## config.mk

```make
export PLATFORM = sky130hd
export DESIGN_NAME = insn_control
export DESIGN_NICKNAME = d
export VERILOG_FILES = /design/src/rtl/insn_control_pkg.sv /design/src/rtl/insn_control_decode.sv /design/src/rtl/insn_control.sv
export SDC_FILE = /design/constraint.sdc
export NUM_CORES = 1
export LEC_CHECK = 0
export CAP_MARGIN = 40
export CORE_MARGIN = 2
export CORE_UTILIZATION = 60
export DETAILED_ROUTE_END_ITERATION = 12
export DONT_BUFFER_PORTS = 1
export GPL_ROUTABILITY_DRIVEN = 1
export PLACE_DENSITY = 0.87
export SLEW_MARGIN = 20
export SYNTH_ARGS = -nofsm -noshare
export SYNTH_HDL_FRONTEND = slang
export SYNTH_SLANG_ARGS = --single-unit
```

## constraint.sdc

```tcl
create_clock -name clock -period 5.9 [get_ports clock]
set_input_delay 1.18 -clock clock [delete_from_list [all_inputs] [get_ports clock]]
set_output_delay 1.18 -clock clock [all_outputs]
set_load 0.02 [all_outputs]
```

## src/rtl/insn_control_pkg.sv

```systemverilog
// Shared encodings for the 4-bit CPU instruction sequencer and the ALU control interface.
package insn_control_pkg;

  // Instruction-cycle phases, A1 = 0 .. X3 = 7.
  typedef enum logic [2:0] {
    PH_A1 = 3'd0,
    PH_A2 = 3'd1,
    PH_A3 = 3'd2,
    PH_M1 = 3'd3,
    PH_M2 = 3'd4,
    PH_X1 = 3'd5,
    PH_X2 = 3'd6,
    PH_X3 = 3'd7
  } phase_e;

  // ALU operation; PASS yields {cin, in0}.
  localparam logic [2:0] ALU_OP_PASS = 3'd0;
  localparam logic [2:0] ALU_OP_ADD  = 3'd1;
  localparam logic [2:0] ALU_OP_ROL  = 3'd2;
  localparam logic [2:0] ALU_OP_ROR  = 3'd3;

  localparam logic [2:0] ALU_IN0_ACC      = 3'd0;
  localparam logic [2:0] ALU_IN0_ACC_INV  = 3'd1;
  localparam logic [2:0] ALU_IN0_REG      = 3'd2;
  localparam logic [2:0] ALU_IN0_REG_INV  = 3'd3;
  localparam logic [2:0] ALU_IN0_DATA     = 3'd4;
  localparam logic [2:0] ALU_IN0_DATA_INV = 3'd5;

  localparam logic [1:0] ALU_IN1_ACC     = 2'd0;
  localparam logic [1:0] ALU_IN1_ONE     = 2'd1;
  localparam logic [1:0] ALU_IN1_ONE_INV = 2'd2;
  localparam logic [1:0] ALU_IN1_ZERO    = 2'd3;

  localparam logic [1:0] ALU_CIN_CARRY     = 2'd0;
  localparam logic [1:0] ALU_CIN_CARRY_INV = 2'd1;
  localparam logic [1:0] ALU_CIN_ZERO      = 2'd2;
  localparam logic [1:0] ALU_CIN_ONE       = 2'd3;

  // First-nibble (OPR) opcodes.
  localparam logic [3:0] OPR_NOP = 4'h0;
  localparam logic [3:0] OPR_JUN = 4'h4;
  localparam logic [3:0] OPR_INC = 4'h6;
  localparam logic [3:0] OPR_ADD = 4'h8;
  localparam logic [3:0] OPR_SUB = 4'h9;
  localparam logic [3:0] OPR_LD  = 4'hA;
  localparam logic [3:0] OPR_XCH = 4'hB;
  localparam logic [3:0] OPR_LDM = 4'hD;
  localparam logic [3:0] OPR_ACC = 4'hF;

  // Accumulator-group (OPR = F) sub-opcodes in OPA.
  localparam logic [3:0] OPA_CLB = 4'h0;
  localparam logic [3:0] OPA_CLC = 4'h1;
  localparam logic [3:0] OPA_IAC = 4'h2;
  localparam logic [3:0] OPA_CMC = 4'h3;
  localparam logic [3:0] OPA_CMA = 4'h4;
  localparam logic [3:0] OPA_RAL = 4'h5;
  localparam logic [3:0] OPA_RAR = 4'h6;
  localparam logic [3:0] OPA_DAC = 4'h8;
  localparam logic [3:0] OPA_STC = 4'hA;

  // Decoded selects plus write intents (not yet gated by phase).
  typedef struct packed {
    logic [2:0] alu_op;
    logic [2:0] in0_sel;
    logic [1:0] in1_sel;
    logic [1:0] cin_sel;
    logic       acc_we;
    logic       carry_we;
    logic       reg_we;
    logic       reg_src;
    logic       is_jun;
    logic       force_imm;
  } decode_t;

endpackage

```

## src/rtl/insn_control_decode.sv

```systemverilog
// Combinational instruction decoder: {opr, opa} -> ALU selects and write intents.
module insn_control_decode
  import insn_control_pkg::*;
(
  input  logic [3:0] opr,
  input  logic [3:0] opa,
  output decode_t    dec
);

  // Start from the NOP defaults, then override per opcode.
  always_comb begin
    dec         = '0;
    dec.alu_op  = ALU_OP_PASS;
    dec.in0_sel = ALU_IN0_ACC;
    dec.in1_sel = ALU_IN1_ACC;
    dec.cin_sel = ALU_CIN_CARRY;
    unique case (opr)
      OPR_JUN: dec.is_jun = 1'b1;
      OPR_INC: begin
        dec.in0_sel = ALU_IN0_REG;
        dec.in1_sel = ALU_IN1_ONE;
        dec.cin_sel = ALU_CIN_ZERO;
        dec.alu_op  = ALU_OP_ADD;
        dec.reg_we  = 1'b1;
      end
      OPR_ADD: begin
        dec.in0_sel  = ALU_IN0_REG;
        dec.alu_op   = ALU_OP_ADD;
        dec.acc_we   = 1'b1;
        dec.carry_we = 1'b1;
      end
      OPR_SUB: begin
        dec.in0_sel  = ALU_IN0_REG_INV;
        dec.cin_sel  = ALU_CIN_CARRY_INV;
        dec.alu_op   = ALU_OP_ADD;
        dec.acc_we   = 1'b1;
        dec.carry_we = 1'b1;
      end
      OPR_LD: begin
        dec.in0_sel = ALU_IN0_REG;
        dec.acc_we  = 1'b1;
      end
      OPR_XCH: begin
        dec.in0_sel = ALU_IN0_REG;
        dec.acc_we  = 1'b1;
        dec.reg_we  = 1'b1;
        dec.reg_src = 1'b1;
      end
      OPR_LDM: begin
        dec.in0_sel = ALU_IN0_DATA;
        dec.acc_we  = 1'b1;
      end
      OPR_ACC: begin
        unique case (opa)
          // Clear both via PASS of ~0xF with a zero carry-in.
          OPA_CLB: begin
            dec.in0_sel   = ALU_IN0_DATA_INV;
            dec.cin_sel   = ALU_CIN_ZERO;
            dec.force_imm = 1'b1;
            dec.acc_we    = 1'b1;
            dec.carry_we  = 1'b1;
          end
          OPA_CLC: begin
            dec.cin_sel  = ALU_CIN_ZERO;
            dec.carry_we = 1'b1;
          end
          OPA_IAC: begin
            dec.in1_sel  = ALU_IN1_ONE;
            dec.cin_sel  = ALU_CIN_ZERO;
            dec.alu_op   = ALU_OP_ADD;
            dec.acc_we   = 1'b1;
            dec.carry_we = 1'b1;
          end
          OPA_CMC: begin
            dec.cin_sel  = ALU_CIN_CARRY_INV;
            dec.carry_we = 1'b1;
          end
          OPA_CMA: begin
            dec.in0_sel = ALU_IN0_ACC_INV;
            dec.acc_we  = 1'b1;
          end
          OPA_RAL, OPA_RAR: begin
            dec.alu_op   = (opa == OPA_RAL) ? ALU_OP_ROL : ALU_OP_ROR;
            dec.acc_we   = 1'b1;
            dec.carry_we = 1'b1;
          end
          OPA_DAC: begin
            dec.in1_sel  = ALU_IN1_ONE_INV;
            dec.cin_sel  = ALU_CIN_ONE;
            dec.alu_op   = ALU_OP_ADD;
            dec.acc_we   = 1'b1;
            dec.carry_we = 1'b1;
          end
          OPA_STC: begin
            dec.cin_sel  = ALU_CIN_ONE;
            dec.carry_we = 1'b1;
          end
          default: ;
        endcase
      end
      default: ;
    endcase
  end

endmodule

```

## src/rtl/insn_control.sv

```systemverilog
// Instruction sequencer: 8-phase cycle, ROM nibble latching, decode gating, two-word jumps.
module insn_control
  import insn_control_pkg::*;
#(
  parameter  int unsigned NUM_REGS = 16,
  localparam int unsigned RegW     = $clog2(NUM_REGS)
) (
  input  logic            clock,
  input  logic            reset_n,
  input  logic [3:0]      rom_data,
  output logic [2:0]      phase,
  output logic            sync,
  output logic            pc_inc,
  output logic            pc_load,
  output logic [11:0]     pc_target,
  output logic [3:0]      imm,
  output logic [RegW-1:0] reg_addr,
  output logic [2:0]      alu_op,
  output logic [2:0]      alu_in0_sel,
  output logic [1:0]      alu_in1_sel,
  output logic [1:0]      alu_cin_sel,
  output logic            acc_we,
  output logic            carry_we,
  output logic            reg_we,
  output logic            reg_src
);

  phase_e     phase_q, phase_d;
  logic [3:0] opr_q, opr_d, opa_q, opa_d;
  logic [3:0] w2_opr_q, w2_opr_d, w2_opa_q, w2_opa_d;
  logic [3:0] jun_opa_q, jun_opa_d;
  logic       second_q, second_d;
  logic       sync_q, sync_d, pc_inc_q, pc_inc_d, pc_load_q, pc_load_d;
  decode_t    dec;
  logic       x3_exec;

  insn_control_decode u_decode (
    .opr (opr_q),
    .opa (opa_q),
    .dec (dec)
  );

  // State register; reset abandons any instruction in flight.
  always_ff @(posedge clock or negedge reset_n) begin
    if (!reset_n) begin
      phase_q   <= PH_A1;
      opr_q     <= OPR_NOP;
      opa_q     <= 4'h0;
      w2_opr_q  <= 4'h0;
      w2_opa_q  <= 4'h0;
      jun_opa_q <= 4'h0;
      second_q  <= 1'b0;
      sync_q    <= 1'b1;
      pc_inc_q  <= 1'b0;
      pc_load_q <= 1'b0;
    end else begin
      phase_q   <= phase_d;
      opr_q     <= opr_d;
      opa_q     <= opa_d;
      w2_opr_q  <= w2_opr_d;
      w2_opa_q  <= w2_opa_d;
      jun_opa_q <= jun_opa_d;
      second_q  <= second_d;
      sync_q    <= sync_d;
      pc_inc_q  <= pc_inc_d;
      pc_load_q <= pc_load_d;
    end
  end

  // Next phase, nibble latching, jump tracking and pre-registered phase pulses.
  always_comb begin
    phase_d   = phase_e'(phase_q + 3'd1);
    opr_d     = opr_q;
    opa_d     = opa_q;
    w2_opr_d  = w2_opr_q;
    w2_opa_d  = w2_opa_q;
    jun_opa_d = jun_opa_q;
    second_d  = second_q;
    if (phase_q == PH_M1) begin
      if (second_q) w2_opr_d = rom_data;
      else          opr_d    = rom_data;
    end
    if (phase_q == PH_M2) begin
      if (second_q) w2_opa_d = rom_data;
      else          opa_d    = rom_data;
    end
    if (phase_q == PH_X3) begin
      if (second_q) begin
        second_d = 1'b0;
      end else if (dec.is_jun) begin
        second_d  = 1'b1;
        jun_opa_d = opa_q;
      end
    end
    sync_d    = (phase_d == PH_A1);
    pc_inc_d  = (phase_d == PH_M2);
    pc_load_d = (phase_d == PH_X3) && second_q;
  end

  // Selects come straight from decode; write intents fire only in X3 of a first word.
  always_comb begin
    x3_exec     = (phase_q == PH_X3) && !second_q;
    phase       = phase_q;
    sync        = sync_q;
    pc_inc      = pc_inc_q;
    pc_load     = pc_load_q;
    pc_target   = {jun_opa_q, w2_opr_q, w2_opa_q};
    imm         = dec.force_imm ? 4'hF : opa_q;
    reg_addr    = opa_q[RegW-1:0];
    alu_op      = dec.alu_op;
    alu_in0_sel = dec.in0_sel;
    alu_in1_sel = dec.in1_sel;
    alu_cin_sel = dec.cin_sel;
    reg_src     = dec.reg_src;
    acc_we      = x3_exec && dec.acc_we;
    carry_we    = x3_exec && dec.carry_we;
    reg_we      = x3_exec && dec.reg_we;
  end

endmodule

```

==> summary.md <==
The Yosys step of the flow raised 0 warnings. The total power per unit cell area was 235 nW/um^2. For the number of buffers inserted by hold repair at cts, the log shows 0. For this run the aggregate overflow at the end of global routing stands at 0. The run finished with clean final reports. IR analysis of the VDD net gives a maximum drop of 0.202 mV.

The die covers 2830 sq um. Summing the areas of all compound-gate instances in the mapped netlist gives 11.4% of the synthesized area. The tools report the number of antenna violations at the first check in global routing as 0. Summed over all failing endpoints, the final setup total negative slack is 0 ns. The tightest hold path in the finished design has a slack of 0.531 ns.

The standard-cell row count came out at 17. After clock tree synthesis, the setup repair step added 0 buffers. Global routing consumed, on the met3 layer, 5.37% of the routing resources. After synthesis, the largest family of logic cells by area is simple AND/OR/NAND/NOR gates. After detailed routing, the average wire length per cell comes to 17.3 microns. Global routing used 33.7% of the available met2 tracks. For this run, design rule violations remaining after detail routing come to 0. The most heavily used metal layer in global routing was met2. Yosys instantiated no cell more often than sky130_fd_sc_hd__dfrtp_1.

For the final count of hold timing violations, the log shows 0. The area overhead of the layout relative to synthesis was 1.64%. The pre-CTS setup slack is 2.89 ns, and the number of global-route vias before repair is 917.

The final estimated routing congestion in global placement was 0.716; the global routing usage on met1 was 25.8%. During placement, the flow inserted port buffers numbering 0. The clock arrives with 0.00789 ns of skew.

The min-delay analysis places its worst path in the category in -> async. For this block, the via count after detailed routing is 953. The synthesized design contains 0 enable-type register cells. Traced cell by cell, the critical path runs through ha_1 > ha_1 > or2b_2 > nor3b_1. Cell count after synthesis: 129. The maximum buffer depth of the clock tree came out at 2. By count the netlist is led by 26 x sky130_fd_sc_hd__dfrtp_1, 15 x sky130_fd_sc_hd__mux2_2, 6 x sky130_fd_sc_hd__ha_1, 6 x sky130_fd_sc_hd__inv_1, 6 x sky130_fd_sc_hd__o21ai_0. Of the synthesized area, sequential elements account for 46.6%. The cell total after placement is 150. Summed over its instances, the top area cell type makes up 44.8% of the synthesized netlist area.

Of the total synthesized cell area, the portion taken by XOR and XNOR cells is 0.602%. The slowest stage of the critical path is the sky130_fd_sc_hd__nor3b_1 cell. The number of flip-flops and latches in the synthesized netlist was 27; the detailed-route vias per instance was 6.19. The wire length reported by the detailed router is 2670 microns, and the placeable core region is 2250 sq um.

Count of different cell masters after synthesis: 43. Once routing completed, OpenROAD measured the worst setup slack at 2.52 ns. The delay of the slowest cell on the worst path works out to 0.59 ns.

After synthesis, the cell types taking the most area are sky130_fd_sc_hd__dfrtp_1 45%, sky130_fd_sc_hd__mux2_2 12%, sky130_fd_sc_hd__ha_1 5.2%. Clock latency on the worst-skew pair, taken at its later pin, is 0.32 ns. Excluding fillers, the count of instances in the completed layout stands at 154.

The run gives 4 as the number of detailed-routing iterations run before antenna repair. The synthesized area per cell came out at 11.3 sq um. Net switching is 29.4% of the power.

The actual slew at the worst max-slew pin came out at 0.697 ns. For the part of the total power dissipated in combinational logic, the log shows 11.1%. Gates resized during post-CTS repair numbered 0. The nature of the critical path endpoint is a primary output.

The synthesized netlist net count was 141. The tree is rooted in a sky130_fd_sc_hd__clkbuf_4. Headroom to the max-slew limit came out at 53.5%. The sequential cells in the finished layout cover a total of 677 sq um.

In this run the power spent charging and discharging nets is 0.102 mW. STA classifies the critical path startpoint as a register. The most used cell along the critical path was sky130_fd_sc_hd__ha_1.

The tools report the detailed router's first-iteration violation count as 11. For the clock share of power, the log shows 22.1%. The logs give 46 for the count of pins on the block boundary and 0.245 mW for the cell-internal power.

The design draws 0.347 mW. The synthesized netlist devotes 5.16% of its cell area to adder and majority cells. The first global-routing pass estimated 4150 microns of wire.

For the finished layout, the period the worst path requires is 3.38 ns. For the starting density of the core, the log shows 64.5%. Setup repair after global routing left no endpoint under its margin.

Data on the critical path is required at its endpoint by 4.72 ns. The logs give 139 for the post-layout net count and 0 for the total inserted antenna cells. Once layout is complete, the utilization of the core stands at 65.5%. The fraction of the mapped netlist area in simple logic gates is 16.2%. The critical path contains buffers and inverters numbering 0 combined. The run gives 0 as the max-cap violation count.

For this run, the leading register cell type out of synthesis is sky130_fd_sc_hd__dfrtp_1. Setup violations remaining at the end of the flow were counted as 0. The leakage dissipation was 0.659 nW.

Number of max-slew violations in the final report: 0. Counting every sink on the clock net gives 27. The worst path uses 57.2% of the clock period. The die height came out at 53.2 microns. In this design, the largest share of critical-path delay is due to simple AND/OR/NAND/NOR gates.

After clock tree synthesis, the clock-pin slew on the worst setup and hold paths is 0.14 ns. Post-synthesis mux area share: 15.7%. Summed over all instances, the cell type with the most area after synthesis is sky130_fd_sc_hd__dfrtp_1.

For this run, the total global-route usage over all layers was measured as 20.9%. The die is 53.2 microns wide. The share of total power dissipated in sequential elements is 66.8%. For the highest achievable clock rate, the log shows 296 MHz. The total number of H-tree levels was 1; the data arrival time of the worst path was 2.20 ns. The largest net degree at the start of global routing was 28; the cell area after technology mapping was 1450 sq um. TritonCTS built the clock tree.

Cells with a size suffix above 1 make up 26.2% of the layout. Counting the fill cells in the layout gives 169. After detailed placement, the total cell area comes to 1450 sq um. The async set-or-reset flop fraction in the synthesized netlist is 100%. The half-perimeter wire length after placement came out at 1910 microns. The count of nets left with antenna violations after detail routing was 0; the final design instance area without fill was 1480 sq um. The top fanout value on the critical path is 5.

Classification of the worst setup path: reg -> out. The area taken by multi-input logic gates is 717 sq um. The number of buffers created by CTS is 3.
[power groups by stage]
| stage | logic [mW] | clock network, mW | registers, mW |
|---|---|---|---|
| 6_report | 0.0385 | 0.0767 | 0.232 |
| 5_1_grt | 0.0419 | 0.0861 | 0.235 |
| 4_1_cts | 0.0388 | 0.0794 | 0.232 |
| 3_5_place_dp | 0.0386 | 0 | 0.235 |
| 3_3_place_gp | 0.0377 | 0 | 0.235 |
| 2_1_floorplan | 0.0409 | 0 | 0.226 |
[registers in the layout, summed over array words and instances (netlist names), 3 cells and up]
| register | count |
|---|---|
| opr_q | 4 |
| w2_opr_q | 4 |
| jun_opa_q | 4 |
| w2_opa_q | 4 |
| phase | 3 |
| reg_addr | 4 |
[worst paths after layout]
kind                            cells after the start  slack, ns  startpoint           end
worst max-delay path                                4       2.52    phase[1]        reg_we
worst min-delay path                                0       0.53     reset_n        pc_inc
worst max register to register                      5       3.64    phase[1]  jun_opa_q[1]
worst min register to register                      2       0.66    second_q      second_q
max in group asynchronous                           0       5.20     reset_n          sync
min in group clock                                  2       0.66    second_q      second_q
[cell type report]
| cell class | instances | area share (%) |
|---|---|---|
| multi-input cells | 89 | 48.5 |
| flip-flops and latches | 27 | 45.8 |
| well taps | 28 | 2.37 |
| clock buffers | 4 | 1.78 |
| inverters | 6 | 1.52 |
[cell usage in the layout, fill, tap and decap left out, types with 2 or more instances in the layout]
| master | count |
|---|---|
| sky130_fd_sc_hd__nor3_1 | 2 |
| sky130_fd_sc_hd__nor2b_1 | 4 |
| sky130_fd_sc_hd__or2_2 | 2 |
| sky130_fd_sc_hd__mux2_2 | 15 |
| sky130_fd_sc_hd__dfrtp_1 | 26 |
| sky130_fd_sc_hd__clkbuf_4 | 3 |
| sky130_fd_sc_hd__and3_1 | 2 |
| sky130_fd_sc_hd__nand2_1 | 5 |
| sky130_fd_sc_hd__nand3b_1 | 2 |
| sky130_fd_sc_hd__inv_1 | 6 |
| sky130_fd_sc_hd__a21oi_1 | 4 |
| sky130_fd_sc_hd__o21bai_1 | 3 |
| sky130_fd_sc_hd__mux2_4 | 4 |
| sky130_fd_sc_hd__nor2_1 | 3 |
| sky130_fd_sc_hd__o21ai_0 | 6 |
| sky130_fd_sc_hd__nand2b_1 | 3 |
| sky130_fd_sc_hd__a21o_1 | 3 |
| sky130_fd_sc_hd__nand3_1 | 4 |
| sky130_fd_sc_hd__ha_1 | 6 |
[kinds of logic after synthesis]
family / after synthesis
simple gates: 38
flops: 27
compound gates: 24
mux: 19
buf+inv: 13
fa+ha+maj: 6
other cells: 1
xor+xnor: 1
[per-layer routing]
layer | vias up | part of all wire [%]
met5 | - | 0
met4 | 0 | 0.60
met3 | 2 | 8.1
met2 | 37 | 47
met1 | 464 | 44
li1 | 450 | -
(Power assumes the default switching activity.)
